$ cat config.mk
export PLATFORM = sky130hd
export DESIGN_NAME = signal_condition_ip_flat
export DESIGN_NICKNAME = d
export VERILOG_FILES = /design/src/rtl/signal_condition_ip_if.sv /design/src/rtl/signal_condition_ip.sv /design/src/flat_wrapper.sv
export SDC_FILE = /design/constraint.sdc
export NUM_CORES = 1
export LEC_CHECK = 0
export ABC_AREA = 1
export BUFFER_PORTS_ARGS = -buffer_cell sky130_fd_sc_hd__buf_2
export CAP_MARGIN = 20
export CORE_MARGIN = 2
export CORE_UTILIZATION = 52
export DETAILED_ROUTE_END_ITERATION = 8
export GPL_TIMING_DRIVEN = 0
export PLACE_DENSITY = 0.72
export SYNTH_ARGS = -nofsm -noshare
export SYNTH_HDL_FRONTEND = slang
export SYNTH_SLANG_ARGS = --single-unit
$ cat constraint.sdc
create_clock -name csi_clk -period 2.8 [get_ports csi_clk]
set_input_delay 0.14 -clock csi_clk [delete_from_list [all_inputs] [get_ports csi_clk]]
set_output_delay 0.14 -clock csi_clk [all_outputs]
set_load 0.05 [all_outputs]
$ cat src/rtl/signal_condition_ip_if.sv
// ---------------------------------------------------------------------------
// signal_condition_ip_if
// Avalon-MM slave bus bundle for signal_condition_ip.
//   avs_chipselect  : slave select
//   avs_address[1:0]: register word address
//   avs_read        : read strobe
//   avs_write       : write strobe
//   avs_writedata   : 32-bit write data
//   avs_readdata    : 32-bit read data (combinational from the slave)
// Modports: master (drives the bus), slave (the register block).
// ---------------------------------------------------------------------------
interface signal_condition_ip_if;
    logic        avs_chipselect;
    logic [1:0]  avs_address;
    logic        avs_read;
    logic        avs_write;
    logic [31:0] avs_writedata;
    logic [31:0] avs_readdata;

    modport master (
        output avs_chipselect,
        output avs_address,
        output avs_read,
        output avs_write,
        output avs_writedata,
        input  avs_readdata
    );

    modport slave (
        input  avs_chipselect,
        input  avs_address,
        input  avs_read,
        input  avs_write,
        input  avs_writedata,
        output avs_readdata
    );
endinterface

$ cat src/rtl/signal_condition_ip.sv
// ---------------------------------------------------------------------------
// signal_condition_ip
// Conditions a raw asynchronous signal: synchronizer, glitch filter, rising
// edge detect, edge counter and a divide-by-DIV toggling prescaler output.
// Ports:
//   csi_clk    : system clock, all logic on rising edge
//   csi_reset  : synchronous active-high reset
//   avs        : Avalon-MM slave bundle (signal_condition_ip_if.slave)
//   coe_S_in   : raw asynchronous measured signal
//   coe_S_out  : conditioned, prescaled square wave
// Registers: 0 CTRL {FILT_LEN[15:8], EN[0]}, 1 DIV[15:0], 2 EDGE_CNT (ro,
// write clears), 3 STATUS {OVF[2], coe_S_out[1], filt[0]} (write 1 to bit 2
// clears OVF).
// ---------------------------------------------------------------------------
module signal_condition_ip #(
    parameter int unsigned SYNC_STAGES = 2
) (
    input  logic                 csi_clk,
    input  logic                 csi_reset,
    signal_condition_ip_if.slave avs,
    input  logic                 coe_S_in,
    output logic                 coe_S_out
);

    logic [SYNC_STAGES-1:0] r_sync;
    logic                   r_filt;
    logic                   r_filt_d;
    logic [7:0]             r_st;
    logic [15:0]            r_pc;
    logic                   r_out;
    logic [31:0]            r_edge_cnt;
    logic                   r_ovf;
    logic                   r_en;
    logic [7:0]             r_filt_len;
    logic [15:0]            r_div;

    logic        w_s;
    logic        w_rise;
    logic        w_wr;
    logic        w_wr_ctrl;
    logic        w_wr_div;
    logic        w_wr_edge;
    logic        w_wr_stat;
    logic        w_flen_chg;
    logic        w_cnt_inc;
    logic        w_wrap;
    logic [15:0] w_div_eff;
    logic        w_unused;

    assign w_s        = r_sync[SYNC_STAGES-1];
    assign w_rise     = r_filt & ~r_filt_d;
    assign w_wr       = avs.avs_chipselect & avs.avs_write;
    assign w_wr_ctrl  = w_wr & (avs.avs_address == 2'd0);
    assign w_wr_div   = w_wr & (avs.avs_address == 2'd1);
    assign w_wr_edge  = w_wr & (avs.avs_address == 2'd2);
    assign w_wr_stat  = w_wr & (avs.avs_address == 2'd3);
    assign w_flen_chg = w_wr_ctrl & (avs.avs_writedata[15:8] != r_filt_len);
    assign w_div_eff  = (r_div == 16'd0) ? 16'd1 : r_div;
    // A counter clear beats a same-cycle increment, so no wrap is seen then.
    assign w_cnt_inc  = r_en & w_rise & ~w_wr_edge;
    assign w_wrap     = w_cnt_inc & (r_edge_cnt == 32'hFFFF_FFFF);
    assign w_unused   = ^avs.avs_writedata[31:16];

    assign coe_S_out  = r_out;

    // Input synchronizer; index 0 samples the pin.
    always_ff @(posedge csi_clk) begin
        if (csi_reset) begin
            r_sync <= '0;
        end else begin
            r_sync <= {r_sync[SYNC_STAGES-2:0], coe_S_in};
        end
    end

    // Glitch filter: filt follows s only after FILT_LEN+1 consecutive
    // mismatching cycles.
    always_ff @(posedge csi_clk) begin
        if (csi_reset) begin
            r_filt   <= 1'b0;
            r_filt_d <= 1'b0;
            r_st     <= 8'd0;
        end else begin
            r_filt_d <= r_filt;
            if (w_s == r_filt) begin
                r_st <= 8'd0;
            end else if (r_st == r_filt_len) begin
                r_filt <= w_s;
                r_st   <= 8'd0;
            end else begin
                r_st <= r_st + 8'd1;
            end
            // A new filter length restarts the stability count.
            if (w_flen_chg) begin
                r_st <= 8'd0;
            end
        end
    end

    // Prescaler: toggle the output every DIV_EFF filtered rises.
    always_ff @(posedge csi_clk) begin
        if (csi_reset) begin
            r_pc  <= 16'd0;
            r_out <= 1'b0;
        end else if (!r_en) begin
            r_pc  <= 16'd0;
            r_out <= 1'b0;
        end else if (w_wr_div) begin
            r_pc <= 16'd0;
        end else if (w_rise) begin
            if (r_pc == w_div_eff - 16'd1) begin
                r_pc  <= 16'd0;
                r_out <= ~r_out;
            end else begin
                r_pc <= r_pc + 16'd1;
            end
        end
    end

    // Edge counter with sticky overflow; set beats clear.
    always_ff @(posedge csi_clk) begin
        if (csi_reset) begin
            r_edge_cnt <= 32'd0;
            r_ovf      <= 1'b0;
        end else begin
            if (w_wr_edge) begin
                r_edge_cnt <= 32'd0;
            end else if (w_cnt_inc) begin
                r_edge_cnt <= r_edge_cnt + 32'd1;
            end
            if (w_wrap) begin
                r_ovf <= 1'b1;
            end else if (w_wr_stat && avs.avs_writedata[2]) begin
                r_ovf <= 1'b0;
            end
        end
    end

    // Control registers.
    always_ff @(posedge csi_clk) begin
        if (csi_reset) begin
            r_en       <= 1'b0;
            r_filt_len <= 8'd0;
            r_div      <= 16'd1;
        end else begin
            if (w_wr_ctrl) begin
                r_en       <= avs.avs_writedata[0];
                r_filt_len <= avs.avs_writedata[15:8];
            end
            if (w_wr_div) begin
                r_div <= avs.avs_writedata[15:0];
            end
        end
    end

    // Combinational read mux.
    always_comb begin
        avs.avs_readdata = 32'h0;
        if (avs.avs_chipselect && avs.avs_read) begin
            unique case (avs.avs_address)
                2'd0: avs.avs_readdata = {16'h0, r_filt_len, 7'h0, r_en};
                2'd1: avs.avs_readdata = {16'h0, r_div};
                2'd2: avs.avs_readdata = r_edge_cnt;
                2'd3: avs.avs_readdata = {29'h0, r_ovf, r_out, r_filt};
                default: avs.avs_readdata = 32'h0;
            endcase
        end
    end

endmodule

$ cat src/flat_wrapper.sv
// flat-port wrapper written by rule: the top's interface ports become plain ports
module signal_condition_ip_flat 
#(
    parameter int unsigned SYNC_STAGES = 2
)
  (csi_clk, csi_reset, coe_S_in, coe_S_out, avs_avs_chipselect, avs_avs_address, avs_avs_read, avs_avs_write, avs_avs_writedata, avs_avs_readdata);
  signal_condition_ip_if avs_i ();
  input  logic csi_clk;
  input  logic csi_reset;
  input  logic coe_S_in;
  output logic coe_S_out;
  input wire logic [$bits(avs_i.avs_chipselect)-1:0] avs_avs_chipselect;
  input wire logic [$bits(avs_i.avs_address)-1:0] avs_avs_address;
  input wire logic [$bits(avs_i.avs_read)-1:0] avs_avs_read;
  input wire logic [$bits(avs_i.avs_write)-1:0] avs_avs_write;
  input wire logic [$bits(avs_i.avs_writedata)-1:0] avs_avs_writedata;
  output wire logic [$bits(avs_i.avs_readdata)-1:0] avs_avs_readdata;
  assign avs_i.avs_chipselect = avs_avs_chipselect;
  assign avs_i.avs_address = avs_avs_address;
  assign avs_i.avs_read = avs_avs_read;
  assign avs_i.avs_write = avs_avs_write;
  assign avs_i.avs_writedata = avs_avs_writedata;
  assign avs_avs_readdata = avs_i.avs_readdata;
  signal_condition_ip #(.SYNC_STAGES(SYNC_STAGES)) u_core (.csi_clk(csi_clk), .csi_reset(csi_reset), .avs(avs_i), .coe_S_in(coe_S_in), .coe_S_out(coe_S_out));
endmodule
# Word-level counts from Yosys, hierarchy flattened
# Index checks and enable logic that the tools add are counted.
# classes
muxes	6
multipliers	0
addsub	4
n_eq_ne	8
order_cmp	0
bitwise	16
div	0
n_reduce_logical	11
n_shift	0
# op_table
op	count
$pmux W32 S4	1
$add A32 B1 Y32 const B	1
$eq A32 B32 Y1 const B	1
$mux W16	2
$mux W32	1
$add A16 B1 Y16 const B	1
$eq A16 B16 Y1	1
$logic_not A16 Y1	1
$sub A16 B1 Y16 const B	1
$and A1 B1 Y1	10
$add A8 B1 Y8 const B	1
$eq A8 B8 Y1	1
$ne A8 B8 Y1	1
$not A1 Y1	6
$eq A2 B2 Y1 const B	2
$reduce_or A2 Y1	2
$reduce_or A4 Y1	1
$reduce_and A3 Y1	1
$reduce_or A3 Y1	1
$eq A2 B1 Y1 const B	1
$logic_and A1 B1 Y1	2
$logic_not A2 Y1	1
$mux W1	2
$reduce_and A2 Y1	1
2 further kinds	2
# totals
in_bits	40
ramBits	0
n_memories	0
ff_bits	87
rom_bits	0
latch_bits	0

# Logic depth before layout (Yosys ltp)
# logic_depth
word_depth	6
ltp_mapped	21
ltp_nobuf	21

# Least setup slack after synthesis
# No wires, ideal clock.
# synth_timing
path_type	register -> register
from	register u_core.r_div[9]
to	register u_core.r_pc[14]
n_path_buf	1
t_arrival_ns	2.381
stages_incl_launch_ff	21
setup_slack_ns	0.304
required_ns	2.685
cell_sequence	dfxtp_1 > nor2_2 > nand2_1 > nor2_4 > nand2_4 > nand2_1 > inv_1 > ha_1 > nand2_2 > inv_2 > nand2_1 > nand2_1 > nand3_1 > nand3_1 > nor2_1 > nand3_1 > nor2_2 > nand4_2 > nand2_4 > buf_8 > nor2_2
# synth_between
elab_chain_cells	5
# synth_rtl
item	line_no	text
from (decl)	signal_condition_ip.sv:35	logic [15:0] r_div;
from (signal assigned)	signal_condition_ip.sv:150	r_div <= avs.avs_writedata[15:0];
$logic_not A16 Y1	signal_condition_ip.sv:58	assign w_div_eff = (r_div == 16'd0) ? 16'd1 : r_div;
$mux W16 *	signal_condition_ip.sv:58	
$sub A16 B1 Y16 *	signal_condition_ip.sv:110	if (r_pc == w_div_eff - 16'd1) begin
$eq A16 B16 Y1 *	signal_condition_ip.sv:110	
$mux W16 *	signal_condition_ip.sv:110	
to (signal assigned)	signal_condition_ip.sv:114	r_pc <= r_pc + 16'd1;
to (decl)	signal_condition_ip.sv:29	logic [15:0] r_pc;
# Every way passes the cells marked *; elsewhere a longest branch is shown, timed or not.
# A chain may end at the register's enable or synchronous reset.

# Worst setup path in the final report
# layout_timing
from	register u_core.r_div[10]
to	register u_core.r_pc[4]
# Same word-level chain as after synthesis.

==> run_results.csv <==
group,metric,value,unit
layout,antennaDiodeCount,0,
floorplanning,fp.dieH,106,µm
detailed_routing,vias,5440,
grt,grt_max_degree,15,
floorplanning,rows,37,
worst_setup_path,r2r_slack,0.12,ns
detailed_routing,wl,15.0,mm
clock_network,cts_buffer_depth,2,
clock_network,cts_tree,"done",
sta,fin_crit_sh,95.7,%
grt,grt_pass1_wl,23.9,mm
worst_setup_path,end_kind,"flop",
detailed_routing,wl_per_cell,14.7,µm
worst_setup_path,critPathMaxFanout,8,
run_status,outcome,"finished, final reports clean",
sta,tightest_slew,0.568,ns
clock_network,clkTransAtPathRegs,0.10,ns
power,p_leak,2.68,nW
layout,nFillCells,967,
worst_setup_path,crit_start,"u_core.r_div[10]",
place,routabilityCongestion,0.908,
sta,min_period,2.68,ns
sta,fmax,373,MHz
yosys,synth_cells,791,
layout,final_cells,1017,
place,dpl.hpwl,11.5,mm
clock_network,ctsHtreeMaxLevel,3,
yosys,syn_avg_cell_area,6.82,µm²
worst_setup_path,crit_type,"reg2reg",
power,swShare,29.6,%
flow_run,maxCapViolations,0,
floorplanning,io_pins,73,
floorplanning,die-area,0.0112,mm²
grt,grt.total_usage,26.9,%
grt,overflow,0,
place,dp_cells,983,
detailed_routing,ant_nets,0,
yosys,synth_top_area_share,32.3,%
floorplanning,fp.dieW,106,µm
clock_network,clock-sinks,87,
yosys,synth_top_cell_by_area,"dfxtp_1",
power,internal_power,0.00178,W
power,clkPwrFrac,35.4,%
yosys,synthArstFlopShare,0,%
layout,area_growth,16.6,%
detailed_routing,via_per_inst,5.35,
detailed_routing,drc,0,
grt,grt_pass1_vias,5128,
sta,hold_viol_final,0,
detailed_routing,drt_iter0_markers,364,
yosys,ys_types,48,
yosys,syn_area,0.00540,mm²
grt,antenna_found_initial,0,
layout,stdcell_area,0.00629,mm²
power,comb_power_share,14.1,%
layout,drive_gt1_share,19.2,%
power,total_power,0.00252,W
floorplanning,core,0.0102,mm²
worst_setup_path,cp.required,3.07,ns
power,power_frac_seq,50.5,%
yosys,yosys_register_bits,87,
yosys,synth_area_leaders,"dfxtp_1, nand2_1, inv_1",
layout,fin_nets,920,
yosys,ys.flop_type,"dfxtp_1",
place,portBuffers,56,
worst_setup_path,timing.rr.end,"u_core.r_pc[4]",
sta,clock_skew,0.0138,ns
yosys,yosys_warnings,0,
clock_network,root_buffer,"clkbuf_8",
hold_path,min_path_cells,2,
clock_network,clk-insertion-delay-late,0.38,ns
sta,relSlewSlack,62.0,%
worst_setup_path,cp.arrival,2.95,ns
sta,tns,0,ns
sta,slew_viol_final,0,
yosys,ys_seq_area_share,32.3,%
place,placed_cell_area,0.00585,mm²
yosys,synth_edf_count,0,
power,ir_drop,0.274,mV
clock_network,numCtsBuffers,9,
worst_setup_path,cp-start-kind,"flop",
yosys,syn_nets,835,
power,cellPowerDensity,401,mW/mm²
power,switching_power,0.000748,W
floorplanning,start_util,53.0,%
worst_setup_path,r2r_start,"u_core.r_div[10]",
worst_setup_path,r2r_cells,20,
hold_path,hold_path_class,"in2reg",
worst_setup_path,crit_path_end,"u_core.r_pc[4]",
detailed_routing,drtPass1Iterations,5,
sta,setup_violations,0,
[critical path: stages (launching register included)]
cell	delay, ns
dfxtp_4	0.38
nor2_2	0.13
nand2_1	0.09
nor2_4	0.15
nand2_4	0.09
nand2_1	0.08
inv_1	0.05
ha_2	0.21
nand2_4	0.13
inv_4	0.07
nand2_1	0.06
nand2_1	0.06
nand3_1	0.10
nand3_1	0.08
nor2_1	0.12
nand3_1	0.11
nor2_2	0.19
nand4_4	0.13
nand2_4	0.14
clkbuf_16	0.16
nor2_2	0.03
[sequential cells by signal, summed over array words and instances, names as in the netlist]
name	flops
u_core.r_edge_cnt	32
u_core.r_div	16
u_core.r_pc	16
u_core.r_filt_len	8
u_core.r_st	8
u_core.r_sync	2
u_core.coe_S_out	1
u_core.r_en	1
u_core.r_filt	1
u_core.r_filt_d	1
u_core.r_ovf	1
[cell type report]
class	count	area [µm²]	share of cell area (%)
Buffer	18	88.8	1.41
Inverter	115	434	6.90
Multi-Input combinational cell	571	3190	50.8
Tap cell	136	170	2.71
Clock inverter	3	26.3	0.418
Clock buffer	13	169	2.69
Sequential cell	87	1770	28.2
Timing Repair Buffer	74	435	6.92
[kinds of logic after synthesis]
group / synth area share, %
flip-flops: 32.3
XOR/XNOR: 9.25
AO/OA/AOI/OAI: 10.1
AND/OR/NAND/NOR: 38.0
buffers and inverters: 9.51
adder cells (fa/ha/maj): 0.928
[layout by cell type (no fill, tap or decap), types with 7 or more instances in the layout]
| cell type | instances |
|---|---|
| a21oi_1 | 39 |
| buf_2 | 56 |
| buf_4 | 16 |
| clkbuf_1 | 14 |
| clkbuf_8 | 12 |
| dfxtp_1 | 74 |
| dfxtp_2 | 7 |
| inv_1 | 106 |
| nand2_1 | 156 |
| nand3_1 | 40 |
| nand4_1 | 16 |
| nor2_1 | 96 |
| nor2_2 | 18 |
| nor2_4 | 10 |
| nor3_1 | 29 |
| nor4_1 | 7 |
| o21ai_0 | 40 |
| xnor2_1 | 16 |
| xor2_1 | 40 |
[power groups by stage]
| stage | combinational (W) | sequential (W) | clock, W |
|---|---|---|---|
| 2_1_floorplan | 0.000225 | 0.00130 | 0 |
| 3_3_place_gp | 0.000309 | 0.00131 | 0 |
| 3_5_place_dp | 0.000315 | 0.00131 | 0 |
| 4_1_cts | 0.000324 | 0.00128 | 0.000903 |
| 5_1_grt | 0.000390 | 0.00128 | 0.000946 |
| 6_report | 0.000355 | 0.00128 | 0.000894 |
[layer usage]
layer  global-route usage (%)  part of all wire [%]  up-vias
met1                     32.8                    42     2496
met3                     3.96                   6.1       40
li1                         -                     -     2715
met5                        0                     0        -
met4                     12.0                   2.9        0
met2                     46.9                    49      189
[cells in the mapped netlist, drive strengths merged, types with 2 or more instances]
library cell / n
nor3: 34
inv: 113
xor2: 40
o211ai: 4
clkinv: 2
nand2: 167
buf: 4
nor2: 125
o22ai: 6
clkbuf: 14
a21oi: 40
o221ai: 3
xnor2: 17
or3: 2
ha: 4
o21ai: 40
and3: 2
nand3: 42
dfxtp: 87
nor3b: 6
nor4: 8
nand4: 21
nand3b: 3
[metrics by stage]
stage	worst slack, ns	util (%)	hold slack (ns)
5_1_grt	-0.0411	61.7	0.0267
3_5_place_dp	-0.128	57.4	0.352
3_3_place_gp	-0.103	57.4	0.345
2_1_floorplan	0.304	-	0.211
6_report	0.120	61.7	0.0111
4_1_cts	0.00340	59.8	0.00284
[how the worst min path moves through the flow]
stage                     startpoint  slack (ns)               end
final                      csi_reset        0.01  u_core.r_sync[1]
after global routing       csi_reset        0.03  u_core.r_sync[0]
after CTS                  csi_reset       0.003  u_core.r_sync[1]
after detailed placement    coe_S_in        0.35  u_core.r_sync[0]
after global placement      coe_S_in        0.34  u_core.r_sync[0]
after floorplan            csi_reset        0.21  u_core.r_sync[0]
[what timing repair did]
item | in CTS | in global routing
pin swaps | 5 | 10
resized for setup | 6 | 28
setup buffers | 4 | 12
endpoints found under the hold margin | 1 | 0
endpoints found under the setup margin | 15 | 16
hold buffers | 1 | 0
cloned | 0 | 1
No activity file was read; power rests on OpenSTA's default activity.
